`src/rtl/cbuf_stream_reader.sv`:
```
// Circular-buffer read adapter: prefetches through a 3-entry queue and frames a valid/ready
// stream into PKT_LEN-beat packets. Optional counters: define CBUF_RD_STATS_EN.
module cbuf_stream_reader #(
    parameter int DATA_W  = 8,
    parameter int ADDR_W  = 3,
    parameter int PKT_LEN = 4
) (
    input  logic              clk,
    input  logic              rst,
    input  logic              buf_empty,
    input  logic [ADDR_W:0]   buf_count,
    output logic              buf_read_en,
    input  logic [DATA_W-1:0] buf_data_out,
    input  logic              flush,
    output logic [DATA_W-1:0] m_data,
    output logic              m_valid,
    input  logic              m_ready,
    output logic              m_last,
`ifdef CBUF_RD_STATS_EN
    output logic [15:0]       beat_total,
    output logic [15:0]       pkt_total,
    output logic [15:0]       stall_cycles,
`endif
    output logic              busy
);

    localparam logic       ST_RUN   = 1'b0;
    localparam logic       ST_FLUSH = 1'b1;
    localparam logic [7:0] LAST_CNT = 8'(PKT_LEN - 1);

    logic [DATA_W-1:0] mem_q [0:2];
    logic [1:0]        wr_ptr_q, wr_ptr_d;
    logic [1:0]        rd_ptr_q, rd_ptr_d;
    logic [1:0]        occ_q, occ_d;
    logic              inflight_q;
    logic              state_q, state_d;
    logic [7:0]        cnt_q, cnt_d;
    logic              in_run;
    logic              push;
    logic              hs;
    logic              buf_count_unused;

    function automatic logic [1:0] ptr_inc(input logic [1:0] p);
        return (p == 2'd2) ? 2'd0 : p + 2'd1;
    endfunction

    function automatic logic [15:0] sat_inc(input logic [15:0] v);
        return (v == 16'hFFFF) ? v : v + 16'd1;
    endfunction

    // Occupancy is advisory only; read gating relies on buf_empty.
    assign buf_count_unused = ^buf_count;

    assign in_run  = (state_q == ST_RUN);
    assign m_valid = (occ_q != 2'd0) && in_run;
    assign hs      = m_valid && m_ready;
    assign m_last  = m_valid && (cnt_q == LAST_CNT);
    assign m_data  = m_valid ? mem_q[rd_ptr_q] : '0;
    assign busy    = (occ_q != 2'd0) || inflight_q || !in_run;
    assign push    = inflight_q && in_run && !flush;

    // Same-cycle pops are not credited, keeping the queue overflow-free.
    assign buf_read_en = !rst && in_run && !flush && !buf_empty &&
                         (({1'b0, occ_q} + {2'b00, inflight_q}) < 3'd3);

    always_comb begin
        state_d  = state_q;
        occ_d    = occ_q;
        wr_ptr_d = wr_ptr_q;
        rd_ptr_d = rd_ptr_q;
        cnt_d    = cnt_q;
        if (in_run && flush) begin
            state_d  = ST_FLUSH;
            occ_d    = 2'd0;
            wr_ptr_d = 2'd0;
            rd_ptr_d = 2'd0;
            cnt_d    = 8'd0;
        end else if (!in_run) begin
            if (!inflight_q) begin
                state_d = ST_RUN;
            end
        end else begin
            if (push) begin
                wr_ptr_d = ptr_inc(wr_ptr_q);
            end
            if (hs) begin
                rd_ptr_d = ptr_inc(rd_ptr_q);
                cnt_d    = m_last ? 8'd0 : cnt_q + 8'd1;
            end
            occ_d = occ_q + {1'b0, push} - {1'b0, hs};
        end
    end

    always_ff @(posedge clk or posedge rst) begin
        if (rst) begin
            state_q    <= ST_RUN;
            occ_q      <= 2'd0;
            wr_ptr_q   <= 2'd0;
            rd_ptr_q   <= 2'd0;
            cnt_q      <= 8'd0;
            inflight_q <= 1'b0;
        end else begin
            state_q    <= state_d;
            occ_q      <= occ_d;
            wr_ptr_q   <= wr_ptr_d;
            rd_ptr_q   <= rd_ptr_d;
            cnt_q      <= cnt_d;
            inflight_q <= buf_read_en;
        end
    end

    always_ff @(posedge clk) begin
        if (push) begin
            mem_q[wr_ptr_q] <= buf_data_out;
        end
    end

`ifdef CBUF_RD_STATS_EN
    logic [15:0] beat_total_q, pkt_total_q, stall_cycles_q;

    // Statistics survive flush; only reset clears them.
    always_ff @(posedge clk or posedge rst) begin
        if (rst) begin
            beat_total_q   <= 16'd0;
            pkt_total_q    <= 16'd0;
            stall_cycles_q <= 16'd0;
        end else begin
            if (hs) begin
                beat_total_q <= sat_inc(beat_total_q);
            end
            if (hs && m_last) begin
                pkt_total_q <= sat_inc(pkt_total_q);
            end
            if (m_valid && !m_ready) begin
                stall_cycles_q <= sat_inc(stall_cycles_q);
            end
        end
    end

    assign beat_total   = beat_total_q;
    assign pkt_total    = pkt_total_q;
    assign stall_cycles = stall_cycles_q;
`endif

endmodule

```
`config.mk`:
```
export PLATFORM = sky130hd
export DESIGN_NAME = cbuf_stream_reader
export DESIGN_NICKNAME = d
export VERILOG_FILES = /design/src/rtl/cbuf_stream_reader.sv
export SDC_FILE = /design/constraint.sdc
export NUM_CORES = 1
export LEC_CHECK = 0
export CAP_MARGIN = 40
export CORE_UTILIZATION = 30
export DETAILED_ROUTE_END_ITERATION = 8
export PLACE_DENSITY = 0.48
export SYNTH_ARGS = -nofsm -noshare
export SYNTH_HDL_FRONTEND = slang
export SYNTH_SLANG_ARGS = --single-unit
```
`constraint.sdc`:
```
create_clock -name clk -period 4.5 [get_ports clk]
set_input_delay 1.125 -clock clk [delete_from_list [all_inputs] [get_ports clk]]
set_output_delay 1.125 -clock clk [all_outputs]
set_load 0.05 [all_outputs]
```
==> run metrics, run 1 <==
RSZ-0062 raised after global routing=no; multiplexer share of the synthesized area=4.313%; share of cells above drive strength 1=7.487%; worst endpoint required time=3.38 ns; Mapped Cells=161; met3 wire len=168 um; HPWL after detailed placement=2.567 mm; sequential share of power=47.0%; internal power=0.6171 mW; global-route wire length before repair=6.279 mm; initial antenna violation count=0; Layout area overhead=22.03%; placed insts=254; core area=5956 um2; worst min path class=reg -> reg; simple-gate share of the synthesized area=17.52%; post-route ant nets=0; Max clock buf depth=2; vias in the first global route=1318; Avg WL per Cell=14.46 um; Final Setup Violations=0; Die H=80.67 um; gpl congestion=0.7488; RR Endpoint=occ_q[1]; power share of the clock group=25.0%; Pre-antenna DRT Iters=4; post-CTS setup buffer count=0; initial core utilization=31.18%; FMAX=0.2659 GHz; combinational fraction of design power=28.0%; Post-Syn Area=1857 um2; Die X=80.67 um; top sig layer=met4; CTS Sinks=40; sw frac=35.03%; Final Util=38.05%; clk root buf=clkbuf_8; # diodes=0; post-synth cell types=42; VDD IR max=0.0001811 V; post-synthesis sequential area ratio=60.38%; IO Port Bufs=24; Syn. warnings=0; CP endpoint kind=primary output; Synth top area share=38.81%; die area=6508 um2; worst hold slack=0.5716 ns; run status=finished, final reports clean; largest net degree at the start of global routing=20; CTS tree=yes; Reg clk slew, reported paths=0.07 ns; num rows=28; XOR/XNOR Fraction of Synth Area=1.887%; Compound-Gate Fraction of Synth Area=10.98%; async set-or-reset flop fraction in the synthesized netlist=40.00%; Worst Reg-to-Reg Cells=7; Syn Nets=182; post-cts gate resize count=0; min Tclk post-route=3.761 ns; area share of fa/ha/maj cells after synthesis=2.695%; grt ovf=0; Worst-Skew Late Latency=0.29 ns; WL final=3.788 mm; Max H-tree Level=2; Pwr Density=419.2 nW/um2; period utilization=83.57%; FF+latch count, synth=40; synth top area cells=edfxtp_1 (39%), dfrtp_1 (22%), nor2_1 (5.3%); worst slack, placed=0.7319 ns; post-DR vias/cell=4.897; CP max FO=6; post-layout net count=207; Least-Margin Pin Slew=0.6742 ns; max cap viols=0; Synth Flop Type=edfxtp_1; Slew Limit Fails=0; sum of negative setup slack=0 ns; fin cells=262; CTS buffer count=5; Setup WS post-layout=0.7391 ns; Slew HR=55.00%; total track usage=13.20%; Clock Skew=0.005041 ns; WHS Path Cells=2; largest family of logic cells by synthesized area=simple AND/OR/NAND/NOR gates; Synth area leader=edfxtp_1; WS Path Type=in -> out; Hold Path End=wr_ptr_q[0]; wl on met1=1.707 mm; vias post-DR=1283; leakage=0.8361 nW; CTS Hold Bufs=0; Net Sw Power=0.3327 mW; start point of the worst hold path=wr_ptr_q[0]; Post-Syn Area per Cell=11.53 um2; met2 routed WL=1.863 mm; drt drc=0; Reg2Reg Setup Slack=2.26 ns; final hold viol count=0; critical path startpoint category=input port; io pins=29; initial DRC count=36; number of flops mapped to enable cells by yosys=24; Crit path arrival time=2.64 ns; Reg-to-Reg Start=state_q
sequential cells by signal (all words and copies together), names as in the netlist:
register and flops:
cnt_q 8, inflight_q 1, mem_q 24, occ_q 2, rd_ptr_q 2, state_q 1
wr_ptr_q 2
how the worst max path moves through the flow:
| stage | startpoint | end | slack, ns | depth (start not counted) |
|---|---|---|---|---|
| after global routing | flush | buf_read_en | 0.61 | 5 |
| after CTS | flush | buf_read_en | 0.72 | 5 |
| after detailed placement | flush | buf_read_en | 0.73 | 5 |
| after global placement | flush | buf_read_en | 0.79 | 5 |
| after floorplan | flush | buf_read_en | 0.31 | 4 |
| final | flush | buf_read_en | 0.74 | 5 |
Yosys cell counts, drive strengths merged, types with 2 or more instances:
master and number:
clkbuf 4, o2111ai 2, ha 4, nor2 26, nand2b 2, nor4b 2
inv 3, edfxtp 24, dfrtp 16, or3 2, a21oi 16, nand3b 2
nor2b 4, xor2 3, nor4 2, mux2i 8, or2 2, buf 3
o21ai 6, nand2 12, nor3 2
placed cells by master (no fill, tap or decap), types with 2 or more instances in the layout:
cell / synthesis / final
a21oi_1: 16 / 16
clkinvlp_4: 0 / 2
edfxtp_1: 24 / 24
nand2_1: 12 / 12
ha_1: 4 / 4
clkbuf_8: 0 / 5
nor4_1: 2 / 2
xor2_1: 3 / 3
nor4b_1: 2 / 2
mux2i_1: 8 / 8
nor2b_1: 3 / 3
nor2_1: 26 / 26
clkdlybuf4s50_1: 0 / 23
nand3b_1: 2 / 2
o21ai_0: 4 / 4
nand2b_1: 2 / 2
dfrtp_1: 16 / 16
o2111ai_1: 2 / 2
inv_1: 3 / 3
nor3_1: 2 / 2
power groups by stage:
stage          registers [mW]  logic, mW  clock network [mW]
5_1_grt                 0.453      0.290               0.256
2_1_floorplan           0.429      0.206                   0
3_5_place_dp            0.456      0.268                   0
6_report                0.446      0.266               0.238
4_1_cts                 0.448      0.269               0.242
3_3_place_gp            0.455      0.263                   0
layout make-up:
cell class                      count  area [um2]
Clock buffer                        5       68.82
Timing Repair Buffer               25       257.7
Sequential cell                    40        1121
Clock inverter                      3       18.77
Multi-Input combinational cell    111       694.4
Fill cell                         597        3690
Inverter                            3       11.26
Tap cell                           75       93.84
critical path: stages:
cell             delay [ns]
clkdlybuf4s50_1        0.42
nor2_1                 0.30
nand2_1                0.09
nor4_1                 0.48
buf_12                 0.22
metal layers:
metal	track usage (%)	up-vias
li1	-	634
met1	16.43	611
met2	21.19	31
met3	3.864	7
met4	5.536	0
met5	0	-
through the flow:
stage          power, mW  area [um2]
3_5_place_dp      0.7240        2178
6_report          0.9499        2266
2_1_floorplan     0.6357        1857
5_1_grt           0.9988        2266
4_1_cts           0.9590        2266
3_3_place_gp      0.7187        2178
logic make-up after synthesis:
kind of cell / count (synthesis)
AO/OA/AOI/OAI: 32
XOR/XNOR: 4
multiplexers: 8
flip-flops: 40
AND/OR/NAND/NOR: 63
buffers and inverters: 10
adder cells (fa/ha/maj): 4
(Power assumes the default switching activity.)
==> inputs of run 2 (changes only) <==
==> constraint.sdc (replaced) <==
create_clock -name clk -period 3.7 [get_ports clk]
set_input_delay 0.925 -clock clk [delete_from_list [all_inputs] [get_ports clk]]
set_output_delay 0.925 -clock clk [all_outputs]
set_load 0.05 [all_outputs]
==> run 2 against run 1 <==
  * Cell count grew 0.38%
  * Routed wire length decreased by 1.6%
  * Sequential power up 21%
  * Clock power up 53%
  * Critical endpoint is now m_last
  * Largest power group unchanged
==> run metrics, run 2 (synthesized netlist as in run 1, its figures left out) <==
run status=finished, final reports clean; wl on met1=1.692 mm (-0.88%); Reg clk slew, reported paths=0.08 ns (about the same); vias in the first global route=1343 (+1.9%); crit path cell chain=ha_1 -> nor4b_1 -> nand2_1 -> nor2_1 -> clkdlybuf4s50_1; CTS Sinks=40 (unchanged); initial antenna violation count=0 (unchanged); largest net degree at the start of global routing=20 (unchanged); max cap viols=0 (unchanged); leakage=0.8586 nW (+2.7%); drt drc=0 (unchanged); io pins=29 (unchanged); max FFs per register=24 (unchanged); sequential share of power=43.8% (-3.2 points); initial DRC count=100 (+180%); Reg2Reg Setup Slack=1.59 ns (-0.67 ns); vias post-DR=1289 (+0.47%); worst hold slack=0.5451 ns (-0.02655 ns); post-DR vias/cell=4.901 (about the same); Layout area overhead=24.26%; top flop regs=mem_q: 24 flops, cnt_q: 8 flops; die area=6508 um2 (unchanged); CP endpoint kind=primary output; Pre-antenna DRT Iters=4 (unchanged); commonest cells after routing, fill and taps aside=nor2_1 (26), edfxtp_1 (24), clkdlybuf4s50_1 (23), a21oi_1 (16), dfrtp_1 (16); RR Endpoint=occ_q[1]; Final Setup Violations=0 (unchanged); Pwr Density=534.0 nW/um2 (+27%); Slew HR=57.06% (+2.1 points); combinational fraction of design power=26.6% (-1.4 points); CP max FO=5 (-1); Reg-to-Reg Start=state_q; Net Sw Power=0.4071 mW (+22%); power share of the clock group=29.6% (+4.6 points); Fill cells=595 (-0.34%); Crit path arrival time=2.35 ns (-0.29 ns); final hold viol count=0 (unchanged); worst min path class=reg -> reg; num rows=28 (unchanged); clk root buf=clkbuf_8; critical path startpoint category=flop; Least-Margin Pin Slew=0.6434 ns (-0.03084 ns); # diodes=0 (unchanged); slowest cell on the critical path=clkdlybuf4s50_1; Max H-tree Level=2 (unchanged); Die X=80.67 um (unchanged); post-cts gate resize count=0 (unchanged); Hold Path End=wr_ptr_q[1]; Slew Limit Fails=0 (unchanged); period utilization=88.44%; worst endpoint required time=2.77 ns (-0.61 ns); grt ovf=0 (unchanged); share of cells above drive strength 1=9.043% (+1.6 points); post-layout net count=208 (+0.48%); Worst Path Buf+Inv=1 (-1); CTS tree=yes; post-route ant nets=0 (unchanged); sw frac=33.04% (-2.0 points); met2 routed WL=1.831 mm (-1.7%); most common cell after layout, fill and taps aside=nor2_1; Avg WL per Cell=14.18 um (-1.9%); Most flops, register=mem_q; top sig layer=met4; gpl congestion=0.7236 (-3.4%); IO Port Bufs=24 (unchanged); post-CTS setup buffer count=0 (unchanged); Multi-input gate area=700.7 um2 (+0.90%); Max clock buf depth=2 (unchanged); core area=5956 um2 (unchanged); WS Path Type=reg -> out; start point of the worst hold path=wr_ptr_q[1]; register area=1121 um2 (unchanged); sum of negative setup slack=0 ns (unchanged); WHS Path Cells=2 (unchanged); Clock Skew=0.005599 ns (+0.0005581 ns); VDD IR max=0.0001842 V (+1.7%); CTS buffer count=5 (unchanged); global-route wire length before repair=6.230 mm (-0.78%); min Tclk post-route=3.272 ns; Worst-Skew Late Latency=0.29 ns (about the same); total track usage=13.04% (-0.16 points); Worst Reg-to-Reg Cells=8 (+1); RSZ-0062 raised after global routing=no; Die H=80.67 um (unchanged); Worst path top cell family by delay=buffers and inverters; CTS Hold Bufs=0 (unchanged); initial core utilization=31.18% (unchanged); FMAX=0.3056 GHz; internal power=0.8250 mW (+34%); met3 wire len=178 um (+6.0%); HPWL after detailed placement=2.582 mm (+0.57%); WL final=3.729 mm (-1.6%); CP max stage delay=0.81 ns (+0.33 ns)
==> run 2: cell count changes in the layout (fill, tap and decap cells not counted), sizes merged <==
cell      delta
clkinv       -1
buf          +1
bufinv       +1
clkinvlp     -1
inv          +1
==> run 2: routing by layer <==
metal | global-route usage, % | vias up
li1 | - | 635
met1 | 16.48 | 627
met5 | 0 | -
met3 | 3.636 | 2
met4 | 5.536 | 0
met2 | 20.76 | 25
==> run 2: power by group through the flow <==
stage               Sequential, mW  Combinational (mW)  Clock, mW
floorplan                    0.522               0.251          0
global placement             0.549               0.326          0
detailed placement           0.550               0.332          0
CTS                          0.542               0.333      0.370
global route                 0.546               0.358      0.390
finish                       0.539               0.328      0.365
==> run 2: through the flow <==
step	setup WS, ns	power [mW]	instance area, um2	utilization [%]	std cells
finish	0.4277	1.232	2307	38.74	263
global route	0.2546	1.294	2307	38.74	263
CTS	0.4094	1.245	2307	38.74	263
detailed placement	0.5045	0.8825	2192	36.81	255
global placement	0.5439	0.8752	2192	36.81	255
floorplan	0.5136	0.7735	1863	-	161
==> run 2: worst max-delay path by stage <==
stage / endpoint / slack (ns) / from / depth (start not counted)
6_report: m_last / 0.43 / cnt_q[0] / 5
5_1_grt: m_last / 0.25 / cnt_q[0] / 5
4_1_cts: m_last / 0.41 / cnt_q[0] / 5
3_5_place_dp: buf_read_en / 0.50 / flush / 5
3_3_place_gp: buf_read_en / 0.54 / flush / 5
2_1_floorplan: buf_read_en / 0.51 / flush / 4
==> run 2: cell type report <==
| type | instances | share of cell area (%) |
|---|---|---|
| tap | 75 | 4.067 |
| clock inverter | 3 | 2.007 |
| multi-input combinational | 111 | 30.37 |
| timing repair buffer | 26 | 11.50 |
| clock buffer | 5 | 2.983 |
| inverter | 3 | 0.4881 |
| sequential | 40 | 48.59 |
==> run 2: worst min-delay path, delay by kind of cell, from the launching register on <==
kind	cells	cell delay [ns]
flops	1	0.36
simple gates	1	0.07
compound gates	1	0.08
